--- config.mk ---
export PLATFORM = sky130hd
export DESIGN_NAME = vpu_issue_ctrl
export DESIGN_NICKNAME = d
export VERILOG_FILES = /design/src/rtl/vpu_pkg.sv /design/src/rtl/vpu_issue_agen.sv /design/src/rtl/vpu_issue_ctrl.sv
export SDC_FILE = /design/constraint.sdc
export NUM_CORES = 1
export LEC_CHECK = 0
export ABC_AREA = 1
export BUFFER_PORTS_ARGS = -buffer_cell sky130_fd_sc_hd__buf_2
export CAP_MARGIN = 20
export CORE_ASPECT_RATIO = 0.6
export CORE_MARGIN = 5
export CORE_UTILIZATION = 52
export DETAILED_ROUTE_END_ITERATION = 12
export MAX_ROUTING_LAYER = met4
export PLACE_DENSITY = 0.92
export SETUP_SLACK_MARGIN = 0.4
export SLEW_MARGIN = 25
export SYNTH_ARGS = -nofsm -noshare
export SYNTH_HDL_FRONTEND = slang
export SYNTH_SLANG_ARGS = --single-unit
--- constraint.sdc ---
create_clock -name clk -period 4.12 [get_ports clk]
set_input_delay 0 -clock clk [delete_from_list [all_inputs] [get_ports clk]]
set_output_delay 0 -clock clk [all_outputs]
set_load 0.005 [all_outputs]
--- src/rtl/vpu_pkg.sv ---
// Shared VPU definitions: opcode encoding, issue-controller FSM states and opcode helpers.
// Used by vpu_issue_ctrl, vpu_issue_agen and the VPU ALU.
package vpu_pkg;

  localparam int unsigned VpuOpW = 4;

  typedef enum logic [VpuOpW-1:0] {
    OpAdd   = 4'd0,
    OpSub   = 4'd1,
    OpRelu  = 4'd2,
    OpMul   = 4'd3,
    OpDRelu = 4'd4
  } vpu_opcode_e;

  typedef enum logic [1:0] {
    StIdle,
    StRun,
    StDrain,
    StDone
  } issue_state_e;

  // Unary ops take only operand0; operand1 is not fetched.
  function automatic logic is_unary(logic [VpuOpW-1:0] op);
    return (op == VpuOpW'(OpRelu)) || (op == VpuOpW'(OpDRelu));
  endfunction

  function automatic logic is_legal(logic [VpuOpW-1:0] op);
    return op <= VpuOpW'(OpDRelu);
  endfunction

endpackage

--- src/rtl/vpu_issue_agen.sv ---
// Element counter and base+offset address generators for the VPU issue controller.
// Ports:
//   clk_i, rst_ni          clock, asynchronous active-low reset
//   clear_i                restart the element counter at 0 (command accept)
//   advance_i              one read issued this cycle; step the counter
//   len_i                  latched element count
//   src0_i/src1_i/dst_i    latched base addresses
//   wr_idx_i               element index of the write currently being formed
//   idx_o, last_o          current read element index, index is the final element
//   rd0_addr_o/rd1_addr_o  read addresses (src + idx, wrapping)
//   wr_addr_o              write address (dst + wr_idx, wrapping)
module vpu_issue_agen
  import vpu_pkg::*;
#(
  parameter int unsigned ADDR_W = 10,
  parameter int unsigned LEN_W  = 10
) (
  input  logic              clk_i,
  input  logic              rst_ni,
  input  logic              clear_i,
  input  logic              advance_i,
  input  logic [LEN_W-1:0]  len_i,
  input  logic [ADDR_W-1:0] src0_i,
  input  logic [ADDR_W-1:0] src1_i,
  input  logic [ADDR_W-1:0] dst_i,
  input  logic [LEN_W-1:0]  wr_idx_i,
  output logic [LEN_W-1:0]  idx_o,
  output logic              last_o,
  output logic [ADDR_W-1:0] rd0_addr_o,
  output logic [ADDR_W-1:0] rd1_addr_o,
  output logic [ADDR_W-1:0] wr_addr_o
);

  logic [LEN_W-1:0] cnt_q, cnt_d;

  always_comb begin
    cnt_d = cnt_q;
    if (clear_i) begin
      cnt_d = '0;
    end else if (advance_i) begin
      cnt_d = cnt_q + LEN_W'(1);
    end
  end

  always_ff @(posedge clk_i or negedge rst_ni) begin
    if (!rst_ni) begin
      cnt_q <= '0;
    end else begin
      cnt_q <= cnt_d;
    end
  end

  // Address arithmetic wraps modulo 2^ADDR_W.
  always_comb begin
    idx_o      = cnt_q;
    last_o     = (cnt_q == (len_i - LEN_W'(1)));
    rd0_addr_o = src0_i + ADDR_W'(cnt_q);
    rd1_addr_o = src1_i + ADDR_W'(cnt_q);
    wr_addr_o  = dst_i + ADDR_W'(wr_idx_i);
  end

endmodule

--- src/rtl/vpu_issue_ctrl.sv ---
// Initiator side of the VPU op interface. Accepts one vector command, streams element pairs
// from the scratchpad into the combinational VPU ALU and writes each result back, one element
// per cycle with a three-stage pipeline (A: read, B: VPU, C: write). A done pulse (with err for
// an illegal opcode) closes each command.
// Ports:
//   clk, rst_n                         clock, asynchronous active-low reset
//   cmd_valid/cmd_ready                command handshake (ready only when idle)
//   cmd_opcode/len/src0/src1/dst       command fields, latched on accept
//   rd0_*/rd1_*                        scratchpad read ports, 1-cycle data latency
//   vpu_start/opcode/operand0/1        VPU request, vpu_result is its combinational answer
//   wr_en/wr_addr/wr_data              registered scratchpad write
//   done, err                          end-of-command pulse and illegal-opcode flag
// Build option: define VPU_ISSUE_PERF_EN to add saturating counters perf_elems (writes) and
// perf_busy (non-idle cycles).
module vpu_issue_ctrl
  import vpu_pkg::*;
#(
  parameter int unsigned DATA_W = 32,
  parameter int unsigned OP_W   = 4,
  parameter int unsigned ADDR_W = 10,
  parameter int unsigned LEN_W  = 10
) (
  input  logic              clk,
  input  logic              rst_n,
  input  logic              cmd_valid,
  output logic              cmd_ready,
  input  logic [OP_W-1:0]   cmd_opcode,
  input  logic [LEN_W-1:0]  cmd_len,
  input  logic [ADDR_W-1:0] cmd_src0,
  input  logic [ADDR_W-1:0] cmd_src1,
  input  logic [ADDR_W-1:0] cmd_dst,
  output logic              rd0_en,
  output logic [ADDR_W-1:0] rd0_addr,
  input  logic [DATA_W-1:0] rd0_data,
  output logic              rd1_en,
  output logic [ADDR_W-1:0] rd1_addr,
  input  logic [DATA_W-1:0] rd1_data,
  output logic              vpu_start,
  output logic [OP_W-1:0]   vpu_opcode,
  output logic [DATA_W-1:0] vpu_operand0,
  output logic [DATA_W-1:0] vpu_operand1,
  input  logic [DATA_W-1:0] vpu_result,
  output logic              wr_en,
  output logic [ADDR_W-1:0] wr_addr,
  output logic [DATA_W-1:0] wr_data,
`ifdef VPU_ISSUE_PERF_EN
  output logic [31:0]       perf_elems,
  output logic [31:0]       perf_busy,
`endif
  output logic              done,
  output logic              err
);

  issue_state_e state_q, state_d;

  logic [OP_W-1:0]   op_q;
  logic [LEN_W-1:0]  len_q;
  logic [ADDR_W-1:0] src0_q, src1_q, dst_q;
  logic              err_q;

  logic              b_valid_q;
  logic [LEN_W-1:0]  idx_b_q;
  logic              wr_en_q;
  logic [ADDR_W-1:0] wr_addr_q;
  logic [DATA_W-1:0] wr_data_q;

  logic              accept, cmd_legal, rd_issue, op_unary, last;
  logic [LEN_W-1:0]  idx;
  logic [ADDR_W-1:0] gen_rd0_addr, gen_rd1_addr, gen_wr_addr;

  assign accept    = cmd_valid && (state_q == StIdle);
  assign cmd_legal = is_legal(VpuOpW'(cmd_opcode));
  assign rd_issue  = (state_q == StRun);
  assign op_unary  = is_unary(VpuOpW'(op_q));

  vpu_issue_agen #(
    .ADDR_W (ADDR_W),
    .LEN_W  (LEN_W)
  ) u_agen (
    .clk_i      (clk),
    .rst_ni     (rst_n),
    .clear_i    (accept),
    .advance_i  (rd_issue),
    .len_i      (len_q),
    .src0_i     (src0_q),
    .src1_i     (src1_q),
    .dst_i      (dst_q),
    .wr_idx_i   (idx_b_q),
    .idx_o      (idx),
    .last_o     (last),
    .rd0_addr_o (gen_rd0_addr),
    .rd1_addr_o (gen_rd1_addr),
    .wr_addr_o  (gen_wr_addr)
  );

  always_comb begin
    state_d = state_q;
    unique case (state_q)
      StIdle: begin
        if (cmd_valid) begin
          state_d = ((cmd_len != '0) && cmd_legal) ? StRun : StDone;
        end
      end
      StRun: begin
        if (last) state_d = StDrain;
      end
      // Stage B empty and stage C holding a write means the final write is on the bus.
      StDrain: begin
        if (wr_en_q && !b_valid_q) state_d = StDone;
      end
      StDone:  state_d = StIdle;
      default: state_d = StIdle;
    endcase
  end

  always_ff @(posedge clk or negedge rst_n) begin
    if (!rst_n) begin
      state_q   <= StIdle;
      op_q      <= '0;
      len_q     <= '0;
      src0_q    <= '0;
      src1_q    <= '0;
      dst_q     <= '0;
      err_q     <= 1'b0;
      b_valid_q <= 1'b0;
      idx_b_q   <= '0;
      wr_en_q   <= 1'b0;
      wr_addr_q <= '0;
      wr_data_q <= '0;
    end else begin
      state_q <= state_d;
      if (accept) begin
        op_q   <= cmd_opcode;
        len_q  <= cmd_len;
        src0_q <= cmd_src0;
        src1_q <= cmd_src1;
        dst_q  <= cmd_dst;
        err_q  <= !cmd_legal;
      end
      b_valid_q <= rd_issue;
      idx_b_q   <= rd_issue ? idx : '0;
      wr_en_q   <= b_valid_q;
      wr_addr_q <= b_valid_q ? gen_wr_addr : '0;
      wr_data_q <= b_valid_q ? vpu_result : '0;
    end
  end

  always_comb begin
    cmd_ready    = (state_q == StIdle);
    rd0_en       = rd_issue;
    rd0_addr     = rd_issue ? gen_rd0_addr : '0;
    rd1_en       = rd_issue && !op_unary;
    rd1_addr     = rd1_en ? gen_rd1_addr : '0;
    vpu_start    = b_valid_q;
    vpu_opcode   = b_valid_q ? op_q : '0;
    vpu_operand0 = b_valid_q ? rd0_data : '0;
    vpu_operand1 = (b_valid_q && !op_unary) ? rd1_data : '0;
    wr_en        = wr_en_q;
    wr_addr      = wr_addr_q;
    wr_data      = wr_data_q;
    done         = (state_q == StDone);
    err          = (state_q == StDone) && err_q;
  end

`ifdef VPU_ISSUE_PERF_EN
  logic [31:0] perf_elems_q, perf_busy_q;

  always_ff @(posedge clk or negedge rst_n) begin
    if (!rst_n) begin
      perf_elems_q <= '0;
      perf_busy_q  <= '0;
    end else begin
      if (wr_en_q && (perf_elems_q != '1)) perf_elems_q <= perf_elems_q + 32'd1;
      if ((state_q != StIdle) && (perf_busy_q != '1)) perf_busy_q <= perf_busy_q + 32'd1;
    end
  end

  assign perf_elems = perf_elems_q;
  assign perf_busy  = perf_busy_q;
`endif

endmodule
==> results of run 1 <==
registers in the layout, summed over array words and instances, names as in the netlist, 4 cells and up:
register,cells
u_agen.idx_o,10
wr_data,32
idx_b_q,10
dst_q,10
len_q,10
src1_q,10
op_q,4
wr_addr,10
src0_q,10
what timing repair did:
| action | in CTS | in global routing |
|---|---|---|
| hold buffers | 79 | 0 |
| endpoints found under the hold margin | 150 | 0 |
| setup endpoints to repair | 0 | 0 |
synth_stat cells, drive strengths merged (3+ instances only):
| master | instances |
|---|---|
| buf | 3 |
| nand3 | 26 |
| clkbuf | 23 |
| o21ai | 42 |
| o21bai | 4 |
| a221oi | 3 |
| inv | 177 |
| ha | 33 |
| nand2 | 271 |
| a21oi | 44 |
| nor3 | 7 |
| xor2 | 7 |
| fa | 3 |
| dfrtp | 111 |
| nand4 | 8 |
| xnor2 | 7 |
| nor2 | 80 |
routing by layer:
metal | wire (um) | global-route usage | up-vias
met1 | 8570 | 0.374 | 3035
li1 | - | - | 3300
met3 | 1740 | 0.0713 | 55
met5 | 0 | - | -
met4 | 660 | 0.0904 | 0
met2 | 9470 | 0.452 | 295
cell families (layout without fill, tap and decap cells):
logic type,Yosys count,in the layout,share of synthesized area
AND/OR/NAND/NOR,397,397,0.254
buffers and inverters,204,557,0.123
flip-flops,111,111,0.443
AO/OA/AOI/OAI,98,98,0.0837
adder cells (fa/ha/maj),36,36,0.0755
XOR/XNOR,14,14,0.0196
other,0,1,0
path summary, 6_finish.rpt:
path / depth (start not counted) / endpoint / startpoint / slack (ns)
max in group asynchronous: 3 / wr_data[13] / rst_n / 2.95
min: 2 / src1_q[5] / rst_n / 0.21
min in group clk: 4 / vpu_operand0[29] / rd0_data[29] / 0.25
min reg2reg: 2 / src1_q[2] / src1_q[2] / 0.49
max: 3 / vpu_operand1[4] / vpu_start / 1.56
max reg2reg: 8 / err_q / state_q[0] / 1.93
metrics by stage:
step                      hold slack, ns  cells   util  power [mW]  area, um2
after global placement             0.181   1283  0.655        3.95       7800
after floorplan                   -0.296    860      -        3.16       6260
final                              0.207   1379  0.746        4.98       8880
after CTS                          0.252   1378  0.745        4.95       8870
after global routing               0.262   1379  0.746        5.41       8880
after detailed placement           0.186   1283  0.655        4.03       7800
placed cells by master (no fill, tap or decap), types with 2 or more instances in the layout:
| master | instances |
|---|---|
| a21o_1 | 2 |
| a21oi_1 | 44 |
| a221oi_1 | 3 |
| buf_2 | 278 |
| buf_4 | 5 |
| clkbuf_16 | 9 |
| clkinv_2 | 3 |
| dfrtp_1 | 110 |
| dlygate4sd3_1 | 79 |
| fa_1 | 3 |
| ha_1 | 33 |
| inv_1 | 176 |
| inv_6 | 2 |
| nand2_1 | 269 |
| nand2_2 | 2 |
| nand3_1 | 24 |
| nand3_2 | 2 |
| nand4_1 | 8 |
| nor2_1 | 77 |
| nor2_2 | 3 |
| nor3_1 | 7 |
| o21ai_0 | 41 |
| o21bai_1 | 4 |
| or2_2 | 2 |
| xnor2_1 | 7 |
| xor2_1 | 7 |
power by group:
group	switching, mW	internal (mW)	total [mW]
Combinational	1.42	0.958	2.38
Sequential	0.325	1.45	1.77
Clock	0.409	0.417	0.826
Total	2.15	2.82	4.98
layout make-up:
class	count	area, um2
flip-flops and latches	111	2780
clock buffers	9	225
inverters	178	668
clock inverters	7	52.6
multi-input cells	545	2710
repair buffers	363	2230
fillers	878	3030
diodes	1	2.50
well taps	165	206
worst max-delay path, cell delays in order (launching register included):
cell,delay [ns]
dfrtp_2,0.84
nand2_1,0.76
nor2_1,0.40
buf_2,0.19
==> flow_summary.ini, run 1 <==
[clock_tree]
htree_levels = 3
cts_resized = 0
clkLatencyLatePin_ns = 0.35
cts_root_buf = clkbuf_16
clkTransAtPathRegs_ns = 0.07
cts-buffers-inserted = 9
clock_sink_count = 111
clockBufferDepth = 2
cts_tree = built
post-cts-setup-buffers = 0

[worst_hold_path]
hp-class = input port to async pin

[critical_path]
worstSetupStartpointType = flip-flop
cp-end-kind = primary output
path_class = flip-flop to primary output
critPathMaxFanout = 43
arrival_ns = 2.56
required_ns = 4.12

[grt]
grt_usage = 0.288
grt_pass1_vias = 6286
grt_max_degree = 75
gr-total-overflow = 0
antenna_found_initial = 1
grt_pass1_wl_mm = 31.6

[synth]
synth_fp_nets = 1039
synthCells = 860
synth.avg_cell_area_um2 = 7.28
syn_area_um2 = 6260
synth_top_area_share = 0.443
ys_ff_latch = 111
synth_area_leader_cell = dfrtp_1
yosysWarnings = 0
synthArstFlopShare = 1.00
synth.yosys.seq_area_share = 0.443
synth_edf_count = 0
ys_types = 32
ys.flop_type = dfrtp_1
ys_top_cells_by_area = dfrtp_1, nand2_1, inv_1, ha_1, nor2_1

[routing]
post_drt_via_cell_ratio = 4.85
drc = 0
drt_first_iter_violations = 469
drt_wl_total_mm = 20.4
ant_nets = 0
avgRoutedWirePerCell_um = 14.8
drtPass1Iterations = 5
routed-via-count = 6685

[timing]
fmax_mhz = 391
setup_tns_ns = 0
timing_hold_violations_final = 0
fin_crit_sh = 0.621
tightest_slew_ns = 0.991
min_period_ns = 2.56
worst_slack_ns = 1.56
maxSlewViolCount = 0
rsz0062_at_grt = false
maxSlewHeadroom = 0.338
setup_viol = 0
finalClockSkew_ns = 0.00725

[floorplan]
dieArea_um2 = 14400
std_cell_rows = 31
die_w_um = 152
start_util = 0.526
die_height_um = 95.0
io_pins = 280
core_um2 = 11900

[cells_and_area]
area_growth_pct = 41.7
drive_above_1_share = 0.257
nNetsFinal = 1387

[placed_design]
portBuffers = 279
dp_hpwl_mm = 14.0
gp_congestion = 0.922
place_worst_setup_slack_ns = 2.01

[pwr]
power.density_nw_per_um2 = 560
ir_worst_vdd_mv = 0.285
leakage_nw = 5.73

[flow_run]
maxCapViolCount = 0

[status]
outcome = finished clean
Power figures use the tool's default switching activity.
==> run 2, diff against run 1 <==
--- a/config.mk
+++ b/config.mk
@@ -5,15 +5,15 @@
 export SDC_FILE = /design/constraint.sdc
 export NUM_CORES = 1
 export LEC_CHECK = 0
-export ABC_AREA = 1
+export ABC_AREA = 0
 export BUFFER_PORTS_ARGS = -buffer_cell sky130_fd_sc_hd__buf_2
 export CAP_MARGIN = 20
 export CORE_ASPECT_RATIO = 0.6
 export CORE_MARGIN = 5
-export CORE_UTILIZATION = 52
+export CORE_UTILIZATION = 43
 export DETAILED_ROUTE_END_ITERATION = 12
 export MAX_ROUTING_LAYER = met4
-export PLACE_DENSITY = 0.92
+export PLACE_DENSITY = 0.82
 export SETUP_SLACK_MARGIN = 0.4
 export SLEW_MARGIN = 25
 export SYNTH_ARGS = -nofsm -noshare
==> constraint.sdc (replaced) <==
create_clock -name clk -period 2.3 [get_ports clk]
set_input_delay 0 -clock clk [delete_from_list [all_inputs] [get_ports clk]]
set_output_delay 0 -clock clk [all_outputs]
set_load 0.005 [all_outputs]
==> run 2 against run 1 <==
Against the previous run: the flow now finishes with violations (setup timing); final cell count shrank 8.9%; clock-buffer cell count is 1 higher; die area up 17%; total power shrank 21%; synthesized area fell by 2.3%; core utilization decreased by 5.2 points; critical path depth grew 6; critical endpoint is now rd0_addr[8]; highest routed layer unchanged.
==> flow_summary.ini, run 2 <==
[grt]
grt_usage = 0.252
grt_pass1_wl_mm = 32.2
grt_pass1_vias = 6381
gr-total-overflow = 0
antenna_found_initial = 0
grt_max_degree = 110

[critical_path]
path_delay_family = compound AO/OA/AOI/OAI gates
required_ns = 2.30
max_stage_delay_ns = 0.45
cp-end-kind = primary output
worstSetupStartpointType = flip-flop
path_cells = ha_4 -> fa_2 -> a21o_1 -> a21oi_2 -> o21bai_2 -> a2111oi_4 -> o311ai_2 -> o41ai_2 -> buf_2
critPathMaxFanout = 3
worst-path-buf-inv = 1
cpMaxStageDelayCell = dfrtp_2
arrival_ns = 2.55
path_class = flip-flop to primary output

[timing]
rsz0062_at_grt = true
finalClockSkew_ns = 0.00866
fin_crit_sh = 1.11
whs_ns = 0.0659
tightest_slew_ns = 0.753
setup_tns_ns = -0.955
maxSlewHeadroom = 0.498
worst_slack_ns = -0.251
timing_hold_violations_final = 0
fmax_mhz = 392
min_period_ns = 2.55
maxSlewViolCount = 0
setup_viol = 8

[clock_tree]
clkLatencyLatePin_ns = 0.36
clock_sink_count = 111
htree_levels = 3
cts_tree = built
cts-buffers-inserted = 9
clkTransAtPathRegs_ns = 0.08
clockBufferDepth = 2
cts_root_buf = clkbuf_16

[cells_and_area]
nNetsFinal = 1238
diodes = 0
final_cell_mix = buf_2, nand2_1, dfrtp_1
final_util = 0.694
largest_reg_flops = 32
final_common_cell = buf_2
fin_cells = 1256
drive_above_1_share = 0.398
fill_cells = 1035
area_growth_pct = 56.3

[pwr]
swShare = 0.238
netSwitchingPower_uw = 938
power.density_nw_per_um2 = 412
leakage_nw = 5.13
ir_worst_vdd_mv = 0.332
pwr-share-clk = 0.385
p_int_mw = 3.01
combPwrFrac = 0.112
pwr-share-seq = 0.503

[synth]
ys_types = 54
ys.flop_type = dfrtp_1
synth.yosys.seq_area_share = 0.454
ys_top_cells_by_count = nand2_1, dfrtp_1, and2_1
synth.avg_cell_area_um2 = 9.11
synthCells = 672
yosysWarnings = 0
synth_fp_nets = 851
synth_area_leader_cell = dfrtp_1
ys_top_cells_by_area = dfrtp_1, nand2_1, and2_1, ha_1, and3_1
syn_area_um2 = 6120
synthArstFlopShare = 1.00
ys_ff_latch = 111
synth_top_area_share = 0.454
synth.most_common_cell = nand2_1
synth_edf_count = 0

[placed_design]
gp_congestion = 0.905
portBuffers = 279
dp_hpwl_mm = 13.8
placed_cells = 1133

[status]
outcome = finished with violations
violations = setup timing

[routing]
drt_wl_total_mm = 21.0
post_drt_via_cell_ratio = 4.98
ant_nets = 0
drtPass1Iterations = 5
avgRoutedWirePerCell_um = 16.7
drc = 0
routed-via-count = 6257
drt_first_iter_violations = 385

[floorplan]
die_height_um = 102
die_w_um = 164
dieArea_um2 = 16800
std_cell_rows = 33
start_util = 0.444
io_pins = 280
core_um2 = 13800

[worst_hold_path]
hp-class = input port to async pin

[flow_run]
maxCapViolCount = 0
[run 2: changes by cell type in the layout (fill, tap and decap cells not counted), moves of 34 or more]
cell	delta
nor2_1	-40
and2_1	+84
inv_1	-158
and3_1	+37
a21oi_1	-35
nand2_1	-125
buf_4	+34
[run 2: stage by stage]
stage	area (um2)	setup slack [ns]	power, mW
final	9570	-0.251	3.95
after global routing	9570	-0.355	4.11
after CTS	9260	-0.270	3.96
after detailed placement	7890	0.0206	2.36
after global placement	7890	0.0911	2.35
after floorplan	6190	0.115	2.10
[run 2: kinds of logic (layout without fill, tap and decap cells)]
family | Yosys count | in the layout | synth area share
XOR/XNOR | 31 | 31 | 0.0444
AND/OR/NAND/NOR | 358 | 358 | 0.291
buffers and inverters | 51 | 443 | 0.0327
AO/OA/AOI/OAI | 77 | 77 | 0.0867
multiplexers | 8 | 8 | 0.0141
adder cells (fa/ha/maj) | 36 | 36 | 0.0773
flip-flops | 111 | 111 | 0.454
[run 2: layout make-up]
cell class | instances | area [um2] | area share
sequential | 111 | 2790 | 0.291
timing repair buffer | 408 | 2640 | 0.275
clock inverter | 6 | 52.6 | 0.00549
clock buffer | 10 | 229 | 0.0239
inverter | 19 | 75.1 | 0.00785
multi-input combinational | 510 | 3550 | 0.371
tap | 192 | 240 | 0.0251
[run 2: worst paths after layout]
path | startpoint | to | slack, ns | cells past startpoint
min | rst_n | wr_data[0] | 0.07 | 2
min reg2reg | dst_q[7] | dst_q[7] | 0.49 | 2
min in group clk | rd0_data[4] | vpu_operand0[4] | 0.27 | 3
max | u_agen.idx_o[0] | rd0_addr[8] | -0.25 | 9
max in group asynchronous | rst_n | wr_data[27] | 1.49 | 3
max reg2reg | len_q[0] | state_q[0] | 0.09 | 6
[run 2: worst reg2reg max path, cell delays in order, from the launching register on]
cell and delay, ns:
dfrtp_1 0.39, or4_4 0.53, or4_4 0.43, a211oi_2 0.19
o211ai_1 0.19, mux2i_1 0.17, a2111oi_2 0.20
[run 2: timing repair]
action,4_1_cts,5_1_grt
hold endpoints to repair,188,0
pin swaps,30,24
setup endpoints to repair,28,62
hold buffers,78,0
gates resized for setup,31,44
setup buffers,20,9
[run 2: routing by layer]
layer  wire length [um]  vias up  share of wire  track usage
met5                  0        -              0            -
met4                310        0          0.015       0.0631
met3               1470       35          0.070       0.0552
met2               9860      233           0.47        0.403
met1               9330     2979           0.44        0.331
li1                   -     3010              -            -
[run 2: power by group through the flow]
stage | sequential (mW) | clock [mW] | combinational [mW]
6_report | 1.99 | 1.52 | 0.443
5_1_grt | 1.99 | 1.64 | 0.486
4_1_cts | 1.98 | 1.54 | 0.438
3_5_place_dp | 2.02 | 0 | 0.333
3_3_place_gp | 2.02 | 0 | 0.329
2_1_floorplan | 2.03 | 0 | 0.0738
==> run 3, diff against run 2 <==
--- a/config.mk
+++ b/config.mk
@@ -12,7 +12,6 @@
 export CORE_MARGIN = 5
 export CORE_UTILIZATION = 43
 export DETAILED_ROUTE_END_ITERATION = 12
-export MAX_ROUTING_LAYER = met4
 export PLACE_DENSITY = 0.82
 export SETUP_SLACK_MARGIN = 0.4
 export SLEW_MARGIN = 25
==> run 3 against run 2 <==
Against the previous run: the run still ends with setup timing left; sequential share of layout area did not move; combinational power barely moved; critical endpoint unchanged; sequential power barely moved; highest routed layer unchanged; clock skew rose by 0.0013 ns; final cell count did not move; non-clock buffer count did not move.
==> flow_summary.ini, run 3 (synthesis gave the netlist of run 2 again) <==
[grt]
antenna_found_initial = 0
gr-total-overflow = 0
grt_usage = 0.244
grt_max_degree = 110
grt_pass1_vias = 6375
grt_pass1_wl_mm = 32.2

[cells_and_area]
final_common_cell = buf_2
fill_cells = 1035
drive_above_1_share = 0.398
final_cell_mix = buf_2, nand2_1, dfrtp_1
area_growth_pct = 56.3
nNetsFinal = 1238
ff_latch_area_um2 = 2790
diodes = 0
largest_reg_flops = 32
final_util = 0.694
multi_input_area_um2 = 3550

[floorplan]
io_pins = 280
std_cell_rows = 33
core_um2 = 13800
start_util = 0.444
die_w_um = 164
die_height_um = 102
dieArea_um2 = 16800

[placed_design]
dp_hpwl_mm = 13.8
portBuffers = 279
gp_congestion = 0.890

[routing]
drc = 0
drt_wl_total_mm = 21.0
drt_first_iter_violations = 386
drtPass1Iterations = 4
post_drt_via_cell_ratio = 4.95
avgRoutedWirePerCell_um = 16.7
ant_nets = 0
routed-via-count = 6221

[timing]
fin_crit_sh = 1.11
maxSlewViolCount = 0
setup_viol = 8
min_period_ns = 2.54
worst_slack_ns = -0.243
maxSlewHeadroom = 0.488
finalClockSkew_ns = 0.00997
rsz0062_at_grt = true
fmax_mhz = 393
timing_hold_violations_final = 0
tightest_slew_ns = 0.767

[status]
outcome = finished with violations
violations = setup timing

[pwr]
power.total_mw = 3.95
power.density_nw_per_um2 = 413
leakage_nw = 5.13
ir_worst_vdd_mv = 0.331

[clock_tree]
cts_root_buf = clkbuf_16
clkTransAtPathRegs_ns = 0.08
cts-buffers-inserted = 9
clkLatencyLatePin_ns = 0.36
clockBufferDepth = 2
clock_sink_count = 111
htree_levels = 3
cts_tree = built

[critical_path]
worstSetupStartpointType = flip-flop
path_class = flip-flop to primary output
arrival_ns = 2.54
required_ns = 2.30
reg2regPathDepth = 6
cp-end-kind = primary output
critPathMaxFanout = 3

[flow_run]
maxCapViolCount = 0

[worst_hold_path]
hp-class = input port to async pin
==> run 3: cell counts in the layout (fill, tap and decap cells not counted) <==
Identical to the previous run, type by type.
==> run 3: final cells by class <==
cell class              instances  share of cell area
multi-input cells             510               0.371
well taps                     192              0.0251
inverters                      19             0.00785
clock buffers                  10              0.0239
repair buffers                408               0.275
clock inverters                 6             0.00549
flip-flops and latches        111               0.291
==> run 3: worst paths after layout <==
path	slack, ns	end	from
worst max-delay path	-0.24	rd0_addr[8]	u_agen.idx_o[0]
worst max register to register	0.08	state_q[0]	len_q[0]
max in group asynchronous	1.49	wr_data[27]	rst_n
min in group clk	0.27	vpu_operand0[4]	rd0_data[4]
worst min-delay path	0.06	wr_data[0]	rst_n
worst min register to register	0.49	src0_q[4]	src0_q[4]
==> run 3: worst max-delay path, cell delays in order (launching register included) <==
cell       delay (ns)
dfrtp_2          0.45
ha_4             0.19
fa_2             0.34
a21o_1           0.18
a21oi_2          0.17
o21bai_2         0.13
a2111oi_4        0.36
o311ai_2         0.13
o41ai_2          0.07
buf_2            0.17
==> run 3: power by group <==
part           internal [mW]  switching, mW  total, mW
clock network          0.755          0.765       1.52
registers               1.98        0.00761       1.99
logic                  0.276          0.167      0.442
total                   3.01          0.939       3.95
==> run 3: stage by stage <==
step / hold WS (ns) / TNS [ns] / setup WS (ns) / instances / instance area [um2]
final: 0.0648 / -0.953 / -0.243 / 1256 / 9570
after global routing: 0.0754 / -1.79 / -0.356 / 1256 / 9570
after CTS: 0.0588 / -0.961 / -0.270 / 1247 / 9260
after detailed placement: -0.105 / 0 / 0.0206 / 1133 / 7890
after global placement: -0.104 / 0 / 0.0911 / 1133 / 7890
after floorplan: -0.296 / 0 / 0.115 / 672 / 6190
==> run 3: routing by layer <==
layer / track usage / part of all wire / vias to the layer above
met2: 0.402 / 0.47 / 225
met3: 0.0637 / 0.076 / 32
met5: 0 / 0 / -
met1: 0.326 / 0.44 / 2954
met4: 0.0631 / 0.015 / 0
li1: - / - / 3010
==> run 3: timing repair <==
action | 4_1_cts | 5_1_grt
gates resized for setup | 31 | 44
hold endpoints to repair | 188 | 0
cloned | 0 | 0
setup buffers | 20 | 9
endpoints found under the setup margin | 28 | 62
pin swaps | 30 | 24
hold buffers | 78 | 0
